===== src/rtl/digits_pkg.sv =====
// Codes and state type shared by the digit-entry converter and the number-to-digits display converter.
package digits_pkg;

    localparam logic [3:0] BLANK_CODE = 4'hb;
    localparam logic [3:0] H_CODE     = 4'ha;
    localparam int         NUM_INIT   = -1;
    localparam int         NUM_WAIT   = -2;

    typedef enum logic {IDLE, CONV} dtn_state_t;

endpackage


===== src/rtl/bcd_mac_step.sv =====
// One step of decimal-to-binary accumulation: acc*10 + digit, with blank positions counting as zero.
module bcd_mac_step
    import digits_pkg::*;
#(
    parameter int         WIDTH = 32,
    parameter logic [3:0] BLANK = BLANK_CODE
) (
    input  logic [WIDTH-1:0] acc,
    input  logic [3:0]       d,
    output logic [WIDTH-1:0] acc_next
);

    logic [3:0] d_eff;

    assign d_eff    = (d == BLANK) ? 4'd0 : d;
    assign acc_next = (acc << 3) + (acc << 1) + WIDTH'(d_eff);

endmodule


===== src/rtl/digits_to_num.sv =====
// Keypad digit-entry buffer plus sequential BCD-to-binary conversion, one digit per clock.
// Build option: DIGITS_TO_NUM_SENTINEL_EN makes an empty buffer convert to the display "wait" code.
module digits_to_num
    import digits_pkg::*;
#(
    parameter int         NDIG  = 4,
    parameter int         WIDTH = 32,
    parameter logic [3:0] BLANK = BLANK_CODE
) (
    input  logic                       clk,
    input  logic                       rst_n,
    input  logic [3:0]                 digit_in,
    input  logic                       digit_valid,
    input  logic                       backspace,
    input  logic                       clear,
    input  logic                       convert,
    output logic [NDIG-1:0][3:0]       digit_array,
    output logic [$clog2(NDIG+1)-1:0]  count,
    output logic                       busy,
    output logic [WIDTH-1:0]           number,
    output logic                       num_valid,
    output logic                       err
);

    localparam int IW = (NDIG > 1) ? $clog2(NDIG) : 1;
    localparam int CW = $clog2(NDIG+1);

    dtn_state_t       state, state_next;
    logic [WIDTH-1:0] acc, acc_next;
    logic [IW-1:0]    idx;
    logic             last;

    // Walk from the most-significant position [NDIG-1] down to [0].
    bcd_mac_step #(.WIDTH(WIDTH), .BLANK(BLANK)) u_mac (
        .acc      (acc),
        .d        (digit_array[idx]),
        .acc_next (acc_next)
    );

    assign busy = (state == CONV);

    always_comb begin
        state_next = state;
        last       = 1'b0;
        if (clear) begin
            state_next = IDLE;
        end else begin
            case (state)
                IDLE: if (convert) state_next = CONV;
                CONV: if (idx == '0) begin
                    last       = 1'b1;
                    state_next = IDLE;
                end
                default: state_next = IDLE;
            endcase
        end
    end

    always_ff @(posedge clk or negedge rst_n) begin
        if (!rst_n) state <= IDLE;
        else        state <= state_next;
    end

    always_ff @(posedge clk or negedge rst_n) begin
        if (!rst_n) begin
            digit_array <= {NDIG{BLANK}};
            count       <= '0;
            err         <= 1'b0;
            number      <= '0;
            num_valid   <= 1'b0;
            acc         <= '0;
            idx         <= '0;
        end else begin
            num_valid <= 1'b0;
            if (clear) begin
                digit_array <= {NDIG{BLANK}};
                count       <= '0;
                err         <= 1'b0;
            end else if (state == IDLE) begin
                if (convert) begin
                    acc <= '0;
                    idx <= IW'(NDIG-1);
                end else if (backspace) begin
                    if (count != '0) begin
                        for (int k = 0; k < NDIG-1; k++) digit_array[k] <= digit_array[k+1];
                        digit_array[NDIG-1] <= BLANK;
                        count <= count - 1'b1;
                    end
                end else if (digit_valid) begin
                    if (digit_in <= 4'd9 && count < CW'(NDIG)) begin
                        for (int k = NDIG-1; k > 0; k--) digit_array[k] <= digit_array[k-1];
                        digit_array[0] <= digit_in;
                        count <= count + 1'b1;
                    end else begin
                        err <= 1'b1;
                    end
                end
            end else begin
                acc <= acc_next;
                idx <= idx - 1'b1;
                if (last) begin
`ifdef DIGITS_TO_NUM_SENTINEL_EN
                    // count cannot change during CONV, so it still reflects the converted buffer.
                    number <= (count == '0) ? WIDTH'(NUM_WAIT) : acc_next;
`else
                    number <= acc_next;
`endif
                    num_valid <= 1'b1;
                end
            end
        end
    end

endmodule


===== config.mk =====
export PLATFORM = sky130hd
export DESIGN_NAME = digits_to_num
export DESIGN_NICKNAME = d
export VERILOG_FILES = /design/src/rtl/digits_pkg.sv /design/src/rtl/bcd_mac_step.sv /design/src/rtl/digits_to_num.sv
export SDC_FILE = /design/constraint.sdc
export NUM_CORES = 1
export LEC_CHECK = 0
export BUFFER_PORTS_ARGS = -buffer_cell sky130_fd_sc_hd__buf_2
export CAP_MARGIN = 0
export CORE_MARGIN = 4
export CORE_UTILIZATION = 54
export CTS_BUF_LIST = sky130_fd_sc_hd__clkbuf_8 sky130_fd_sc_hd__clkbuf_16
export DETAILED_ROUTE_END_ITERATION = 10
export MAX_ROUTING_LAYER = met4
export PLACE_DENSITY = 0.84
export SLEW_MARGIN = 20
export SYNTH_ARGS = -nofsm -noshare
export SYNTH_HDL_FRONTEND = slang
export SYNTH_SLANG_ARGS = --single-unit
export TNS_END_PERCENT = 30

===== constraint.sdc =====
create_clock -name clk -period 3.5 [get_ports clk]
set_clock_uncertainty 0.1 [all_clocks]
set_input_delay 0.175 -clock clk [delete_from_list [all_inputs] [get_ports clk]]
set_output_delay 0.175 -clock clk [all_outputs]
set_load 0.05 [all_outputs]

=== Word-level counts from Yosys, hierarchy flattened ===
Index checks and enable logic that the tools add are counted.

* Bits of input ports: 10
* Register bits: 87
* Logic and storage cells: 75
* Output and inout bits: 54

* Reductions and logical operators: 11
* Order comparisons: 3
* Equality and inequality tests: 6
* $add $sub $neg: 5
* Bitwise logic cells: 2
* Mux-type cells: 37

{| class="wikitable"
|+ Operator list
! cell !! count
|-
| 16-bit 2-to-1 mux || 7
|-
| 31-bit 2-to-1 mux || 2
|-
| 32-bit adder || 1
|-
| 32-bit by 4-bit adder with 32-bit output || 1
|-
| 3-bit 2-to-1 mux || 7
|-
| 1-bit 2-to-1 mux || 15
|-
| 5-bit AND reduction || 2
|-
| 3-bit nonzero test || 3
|-
| 4-bit binary-select mux with 2-bit select || 1
|-
| 4-bit 2-to-1 mux || 2
|-
| 2-bit != test, second input constant || 3
|-
| 4-bit equality test, second input constant || 1
|-
| 4-bit <= comparator, second input constant || 1
|-
| 2-bit 2-to-1 mux || 2
|-
| 2-bit nonzero test || 2
|-
| 3-bit by 1-bit adder with 3-bit output, second input constant || 1
|-
| 2-bit by 3-bit less-than comparator with 1-bit output, second input constant || 1
|-
| 3-bit less-than comparator, second input constant || 1
|-
| 3-bit by 1-bit != test with 1-bit output, second input constant || 1
|-
| 3-bit AND reduction || 1
|-
| 3-bit by 1-bit subtractor with 3-bit output, second input constant || 1
|-
| 2-bit zero test || 1
|-
| 2-bit by 1-bit != test with 1-bit output, second input constant || 1
|-
| 1-bit NOT || 2
|-
| 4 further kinds || 4
|}

=== Logic depth before layout (Yosys ltp) ===
Gate-level depths: netlist (run 1).

* Word-level depth: 8
* Mapped depth: 15
* Depth with buffers taken out: 14

=== Hierarchy ===
From an unflattened synthesis (run 1), not the netlist that was laid out.

* Cells, all modules: 515
* Area total of the unflattened synthesis: 5738.0 µm²

{| class="wikitable"
|+ Modules (own cells, without submodules)
! module !! cells each !! area an instance (µm²) !! seq. area each (µm²) !! instances
|-
| digits_to_num || 248 || 3691.0 || 2217.1 || 1
|-
| bcd_mac_step || 267 || 2047.0 || 0.0 || 1
|}

=== Worst setup path after synthesis (run 1) ===
Ideal clock, no wire load.

* Kind: register to register
* From: register idx[0]
* To: register number[28]
* Stages on the path, launching flop included: 14
* Path slack: -0.325 ns
* Required time: 3.263 ns
* Setup time: 0.137 ns
* Period minus slack after synthesis: 3.825 ns
* Data arrival time: 3.588 ns
* Buffers on the path: 1
* Path through: dfrtp_1 -> clkbuf_1 -> mux4_2 -> nand4b_1 -> nand2_1 -> fa_1 -> fa_1 -> nor2b_1 -> o211ai_1 -> a211oi_2 -> nor3_2 -> o311ai_2 -> mux2i_1 -> o22ai_1

* Longest elaborated chain between the ends: 5
* Elaborated cells between the ends (all ways): 10
* Those cells by class: add/sub: 1; eq/ne: 1; mux: 6; reduce/logical: 2

{| class="wikitable"
|+ RTL lines
! element !! line !! RTL
|-
| start, declared || digits_to_num.sv:30 || <nowiki>logic [IW-1:0] idx;</nowiki>
|-
| start signal, assigned || digits_to_num.sv:82 || <nowiki>idx <= IW'(NDIG-1);</nowiki>
|-
| start signal, assigned || digits_to_num.sv:100 || <nowiki>idx <= idx - 1'b1;</nowiki>
|-
| 4-bit binary-select mux with 2-bit select or 2-bit zero test (tied branches) || digits_to_num.sv:36, digits_to_num.sv:50 ||
|-
| 4-bit 2-to-1 mux (not written as such) or 1-bit 2-to-1 mux (tied branches) || digits_to_num.sv:36, digits_to_num.sv:50 ||
|-
| 4-bit equality test or 1-bit 2-to-1 mux (tied branches) || bcd_mac_step.sv:15, digits_to_num.sv:48 ||
|-
| 4-bit 2-to-1 mux or 1-bit 2-to-1 mux (tied branches) || bcd_mac_step.sv:15, digits_to_num.sv:45 ||
|-
| 32-bit by 4-bit adder with 32-bit output or 3-bit AND reduction (tied branches) || -- ||
|-
| end signal, assigned || digits_to_num.sv:106 || <nowiki>number <= acc_next;</nowiki>
|-
| end, declared || digits_to_num.sv:20 || <nowiki>output logic [WIDTH-1:0] number,</nowiki>
|}

Several ways; a longest one is shown, not always the timed one. The select of a mux whose other input is x is not followed.
A chain may end at the register's enable or synchronous reset.

=== Worst setup path in the final report (run 1) ===
* From: register idx[0]
* To: register acc[30]

* Longest elaborated chain between the ends: 6

{| class="wikitable"
|+ RTL lines
! element !! line !! RTL
|-
| 4-bit binary-select mux with 2-bit select * || digits_to_num.sv:36 || <nowiki>.d (digit_array[idx]),</nowiki>
|-
| 4-bit 2-to-1 mux (not written as such) * || digits_to_num.sv:36 ||
|-
| 4-bit equality test || bcd_mac_step.sv:15 || <nowiki>assign d_eff = (d == BLANK) ? 4'd0 : d;</nowiki>
|-
| 4-bit 2-to-1 mux * || bcd_mac_step.sv:15 ||
|-
| 32-bit by 4-bit adder with 32-bit output * || bcd_mac_step.sv:16 || <nowiki>assign acc_next = (acc << 3) + (acc << 1) + WIDTH'(d_eff);</nowiki>
|-
| 31-bit 2-to-1 mux * || digits_to_num.sv:79 || <nowiki>end else if (state == IDLE) begin</nowiki>
|-
| end signal, assigned || digits_to_num.sv:99 || <nowiki>acc <= acc_next;</nowiki>
|-
| end, declared || digits_to_num.sv:29 || <nowiki>logic [WIDTH-1:0] acc, acc_next;</nowiki>
|}

Every way passes the cells marked *; elsewhere a longest branch is shown, timed or not. The select of a mux whose other input is x is not followed.

==> results of run 1 <==
worst reg2reg max path, cell delays in order, from the launching register on:
cell	delay [ns]
dfrtp_2	0.47
mux4_2	0.53
buf_4	0.14
buf_4	0.12
ha_1	0.30
ha_4	0.18
inv_2	0.06
fa_2	0.23
nor2b_2	0.05
o211ai_1	0.32
nand2_2	0.13
a221oi_4	0.33
a211oi_2	0.13
or3_1	0.38
a32o_1	0.27
placed cells by master (no fill, tap or decap), types with 4 or more instances in the layout:
cell,Yosys,layout
a211oi_2,1,4
and2_1,4,4
inv_1,13,12
mux4_2,4,4
nand2_2,2,4
a21oi_2,0,4
buf_2,1,62
xor2_1,13,11
nand3_1,9,8
a21oi_1,37,31
ha_1,59,57
o21ai_1,5,24
a211o_1,10,10
nor2_1,38,38
xnor2_2,0,5
dfrtp_1,75,70
o21a_1,6,6
dfrtp_2,0,5
nand4_1,5,5
nor2b_1,5,4
mux2i_1,17,17
nor3_1,7,5
nand2b_1,4,4
a21o_1,10,10
buf_4,0,38
and3_1,4,4
nand2_1,91,88
clkbuf_8,0,9
o21bai_1,5,5
a22o_1,4,4
dfstp_2,12,12
xnor2_1,13,8
o21ai_0,59,38
cell type report:
| cell class | instances | area (um^2) |
|---|---|---|
| Inverter | 14 | 52.55 |
| Multi-Input combinational cell | 468 | 3440 |
| Clock inverter | 7 | 77.57 |
| Clock buffer | 9 | 123.9 |
| Tap cell | 136 | 170.2 |
| Sequential cell | 87 | 2198 |
| Timing Repair Buffer | 104 | 639.4 |
| Fill cell | 786 | 3530 |
where the power goes:
| group | switching [W] | leakage, nW | internal, W | total [W] |
|---|---|---|---|---|
| Sequential | 0.000257 | 1.14 | 0.00132 | 0.00157 |
| Clock | 0.000404 | 0.101 | 0.000337 | 0.000741 |
| Combinational | 0.00181 | 2.02 | 0.000967 | 0.00278 |
| Total | 0.00247 | 3.26 | 0.00262 | 0.00509 |
layer usage:
| metal | vias to the layer above | part of all wire |
|---|---|---|
| met4 | 0 | 0.027 |
| met5 | - | 0 |
| met2 | 134 | 0.51 |
| li1 | 2320 | - |
| met1 | 2355 | 0.42 |
| met3 | 36 | 0.041 |
final timing paths:
check                           cells after the start  slack, ns        endpoint
worst max register to register                     14      -0.35         acc[30]
worst min-delay path                                3       0.03  digit_array[2]
worst max-delay path                               14      -0.35         acc[30]
max in group asynchronous                           3       2.08      number[22]
min in group asynchronous                           2       0.29      number[16]
worst min register to register                      2       0.38      number[19]
logic make-up (layout without fill, tap and decap cells):
family / after synthesis / after routing / synth area share
AOI/OAI and AO/OA: 174 / 174 / 0.2011
xor gates and xnor gates: 26 / 26 / 0.04044
buffers and inverters: 46 / 134 / 0.03089
DFF: 87 / 87 / 0.3893
adders and majority gates: 62 / 62 / 0.1418
muxes: 22 / 22 / 0.04822
and+or+nand+nor: 184 / 184 / 0.1482
cell usage after synthesis (5+ instances only):
| master | n | area share |
|---|---|---|
| a21oi_1 | 37 | 0.033 |
| a211oi_1 | 6 | 0.0080 |
| nand4_1 | 5 | 0.0056 |
| xor2_1 | 13 | 0.020 |
| nand3_1 | 9 | 0.0080 |
| o21ai_0 | 59 | 0.052 |
| o21a_1 | 6 | 0.0080 |
| nor3_1 | 7 | 0.0062 |
| a211o_1 | 10 | 0.016 |
| nand2_1 | 91 | 0.061 |
| o21bai_1 | 5 | 0.0067 |
| clkbuf_1 | 30 | 0.020 |
| nor2_1 | 38 | 0.025 |
| nor2b_1 | 5 | 0.0056 |
| inv_1 | 13 | 0.0087 |
| o21ai_1 | 5 | 0.0044 |
| xnor2_1 | 13 | 0.020 |
| dfstp_2 | 12 | 0.056 |
| ha_1 | 59 | 0.13 |
| dfrtp_1 | 75 | 0.33 |
| a21o_1 | 10 | 0.013 |
| mux2i_1 | 17 | 0.030 |
sequential cells by signal (all words and copies together), names as in the netlist:
register and count:
number 32, busy 1, count 3, num_valid 1
digit_array 16, err 1, idx 2, acc 31
through the flow:
stage | TNS [ns] | hold slack [ns] | area (um^2)
floorplan | -0.3678 | -0.2206 | 5665
global placement | -2.691 | 0.1711 | 6264
detailed placement | -7.235 | 0.1959 | 6264
CTS | -5.579 | 0.02723 | 6613
global route | -13.91 | 0.01881 | 6701
finish | -6.054 | 0.02613 | 6701
timing repair:
| action | CTS | global route |
|---|---|---|
| resized for setup | 26 | 31 |
| setup buffers | 6 | 4 |
| endpoints found under the hold margin | 45 | 0 |
| hold buffers | 1 | 0 |
| pin swaps | 16 | 19 |
| setup endpoints to repair | 42 | 49 |
==> out/qor.yml, run 1 <==
worstSetupStartpoint: "idx[0]"
initial_utilization: 0.5503
synth_edf_count: 0
grt_max_degree: 59
violations: "setup timing"
arrival_ns: 4.03
grt.busiest_layer: "met2"
grt_pass1_wl_um: 23030
grtUsageTotal: 0.2471
synth_area_um2: 5630
cts_buffers: 9
viasPerCell: 5.873
synth_cell_types: 63
drtPass1Iterations: 5
drive_gt1_frac: 0.2671
rows: 37
fp.dieH_um: 110.1
die_w_um: 110.1
ys_async_sr_fraction: 1.000
htreeDepth: 3
area_growth_pct: 19.02
tightestPinTransition_ns: 1.114
status: "finished with violations"
nets: 756
postLayoutCoreUtil: 0.6550
synth.yosys.seq_area_share: 0.3893
critPathMostFrequentCell: "buf_4"
hold_viol: 0
antenna_found_initial: 0
critical_path_class: "register to register"
cts_root_buf: "clkbuf_8"
wl_per_cell_um: 17.20
required_ns: 3.68
slowest_stage: "mux4_2"
syn_nets: 673
clk_path_buf_depth: 2
reg2reg_from: "idx[0]"
routabilityCongestion: 0.9462
use_met3: 0.03786
syn_area_per_cell_um2: 9.368
core_area_um2: 10230
min_period_over_period: 1.099
yosys_register_bits: 87
max_slew_margin: 0.2573
synth_flop_cell: "dfrtp_1"
syn_inst: 601
cts_sinks: 87
clock_latency_ns: 0.39
grt_use_met1: 0.2910
end_kind: "register"
ys_warn_count: 0
num_vias: 4845
worstPathCellList: "mux4_2 > buf_4 > buf_4 > ha_1 > ha_4 > inv_2 > fa_2 > nor2b_2 > o211ai_1 > nand2_2 > a221oi_4 > a211oi_2 > or3_1 > a32o_1"
ios: 64
cts_tree: "yes"
drt-total-wl_um: 14190
cap_violations: 0
path_buf_inv: 3
diodes: 0
vdd_drop_max_uv: 372.9
p_per_area_nw_per_um2: 759.9
hold_start: "digit_in[2]"
io_buffers: 63
grt_overflow: 0
preCtsSetupSlack_ns: -0.3531
rsz0062_at_grt: "true"
path_max_fanout: 6
drc_errors: 0
power_leakage_nw: 3.265
clk_pin_slew_ns: 0.10
finalCriticalPeriod_ns: 3.847
report.final.setup_viol: 37
ant_nets: 0
critPathMaxStageDelay_ns: 0.53
setup_ws_ns: -0.3470
min_path_type: "input port to register"
cp-start-kind: "register"
met2_usage: 0.4181
fmax_mhz: 259.9
drt_iter0_markers: 219
dpl.hpwl_um: 10060
grt_pass1_vias: 4881
dpl.cell_count: 799
path_delay_family: "compound AO/OA/AOI/OAI gates"
stdcell_count: 825
slew_viol_final: 0
die_area_um2: 12120
p_total_w: 0.005092
No activity file was read; power rests on OpenSTA's default activity.
==> inputs of run 2 (changes only) <==
Settings changed: CELL_PAD_IN_SITES_DETAIL_PLACEMENT set to 0, CELL_PAD_IN_SITES_GLOBAL_PLACEMENT set to 1, CORE_UTILIZATION 54 to 41, PLACE_DENSITY 0.84 to 0.83.
==> run 2 against run 1 <==
Against the previous run: global-route usage shrank 5.9 points; first-iteration DRC count down 12%; the run still ends with setup timing left; die area up 29%; clock-buffer cell count increased by 2.
==> out/qor.yml, run 2 (same netlist as run 1, synthesis figures left out) <==
preCtsSetupSlack_ns: -0.3696
required_ns: 3.64
worstPathCellList: "buf_4 > mux4_2 > nand4b_1 > nand2_1 > fa_2 > fa_2 > nor2b_1 > o211ai_1 > buf_4 > nand2_2 > a221oi_4 > a211oi_2 > or3_1 > a32o_1"
violations: "setup timing"
num_vias: 4712
dpl.cell_count: 840
cts_sinks: 87
die_area_um2: 15670
fill_cells: 1241
fmax_mhz: 264.0
htreeDepth: 3
report.final.setup_viol: 33
slowest_stage: "fa_2"
placed_area_um2: 6321
drt-total-wl_um: 13650
core_area_um2: 13350
grtUsageTotal: 0.1882
multi_input_area_um2: 3421
max_slew_margin: 0.4854
p_per_area_nw_per_um2: 768.8
rows: 42
dpl.hpwl_um: 10140
drt_iter0_markers: 193
cp-start-kind: "register"
mostFrequentLayoutCells: "nand2_1 (88), dfrtp_1 (70), buf_2 (62)"
diodes: 0
seq_area_um2: 2198
grt_pass1_vias: 4799
drc_errors: 0
finalCriticalPeriod_ns: 3.787
die_w_um: 125.2
grt_overflow: 0
initial_utilization: 0.4218
tns_ns: -4.364
rsz0062_at_grt: "true"
cap_violations: 0
vdd_drop_max_uv: 373.7
hold_viol: 0
min_path_type: "input port to register"
wl_per_cell_um: 15.70
largest_reg_flops: 32
fp.dieH_um: 125.2
arrival_ns: 3.93
min_period_over_period: 1.082
power_leakage_nw: 3.307
topRoutingLayerUsed: "met4"
io_buffers: 63
clk_path_buf_depth: 2
antenna_found_initial: 0
stdcell_count: 869
r2r_slack_ns: -0.29
ant_nets: 0
end_kind: "register"
slew_viol_final: 0
stdcell_area_um2: 6844
largest_register: "number"
viasPerCell: 5.422
m1WireLength_um: 6280
cts_root_buf: "clkbuf_16"
whs_ns: 0.06797
drtPass1Iterations: 4
drive_gt1_frac: 0.2626
dr_wl_met2_um: 6552
final_common_cell: "nand2_1"
nets: 760
setup_ws_ns: -0.2873
clk_pin_slew_ns: 0.07
cts_tree: "yes"
clock_latency_ns: 0.35
status: "finished with violations"
ios: 64
cts_buffers: 9
wl_met3_um: 545
grt_pass1_wl_um: 23650
critPathMaxStageDelay_ns: 0.57
path_delay_family: "compound AO/OA/AOI/OAI gates"
area_growth_pct: 21.56
reg_top3: "number x32, acc x31, digit_array x16"
grt_max_degree: 80
routabilityCongestion: 0.8957
critical_path_class: "register to register"
path_max_fanout: 5
path_buf_inv: 2
tightestPinTransition_ns: 0.7718
[run 2: cell count changes in the layout (fill, tap and decap cells not counted), moves of 2 or more]
cell and delta:
a211oi_2 -2, nor3_2 -2, xnor2_1 +3, xnor2_2 -3
o21ai_0 +8, buf_4 +5, inv_6 -2, clkbuf_16 +9
o21ai_1 -7, clkbuf_8 -7
[run 2: repair_timing]
item	4_1_cts	5_1_grt
setup buffers	6	6
setup endpoints to repair	41	43
endpoints found under the hold margin	66	0
hold buffers	1	0
gates resized for setup	25	17
pin swaps	23	13
[run 2: through the flow]
| stage | total power, W | util |
|---|---|---|
| finish | 0.005261 | 0.5127 |
| floorplan | 0.003539 | - |
| global route | 0.005681 | 0.5127 |
| detailed placement | 0.004231 | 0.4736 |
| global placement | 0.004152 | 0.4736 |
| CTS | 0.005273 | 0.5055 |
[run 2: final timing paths]
path | startpoint | to | cells after the start
min in group asynchronous | rst_n | acc[24] | 2
worst max-delay path | idx[0] | acc[30] | 14
max in group asynchronous | rst_n | acc[19] | 3
worst min register to register | number[18] | number[18] | 2
worst max register to register | idx[0] | acc[30] | 14
worst min-delay path | digit_in[2] | digit_array[2] | 3
[run 2: final cells by class]
type | count | area share
clock inverters | 5 | 0.004936
clock buffers | 11 | 0.03693
well taps | 176 | 0.03218
repair buffers | 108 | 0.09726
flip-flops and latches | 87 | 0.3212
inverters | 14 | 0.007678
multi-input cells | 468 | 0.4998
[run 2: tightest hold or removal path, delay by kind of cell]
kind / cells / cell delay (ns)
mux: 1 / 0.12
compound gates: 1 / 0.08
buf+inv: 1 / 0.11
[run 2: report_power, final]
| part | switching (W) | internal [W] |
|---|---|---|
| Clock | 0.000413 | 0.000520 |
| Sequential | 0.000250 | 0.00132 |
| Combinational | 0.00179 | 0.000973 |
| Total | 0.00245 | 0.00281 |
[run 2: routing by layer]
layer	vias up	GRT usage
met5	-	-
met4	0	0.05804
met3	23	0.03881
met2	102	0.3012
met1	2251	0.2418
li1	2336	-
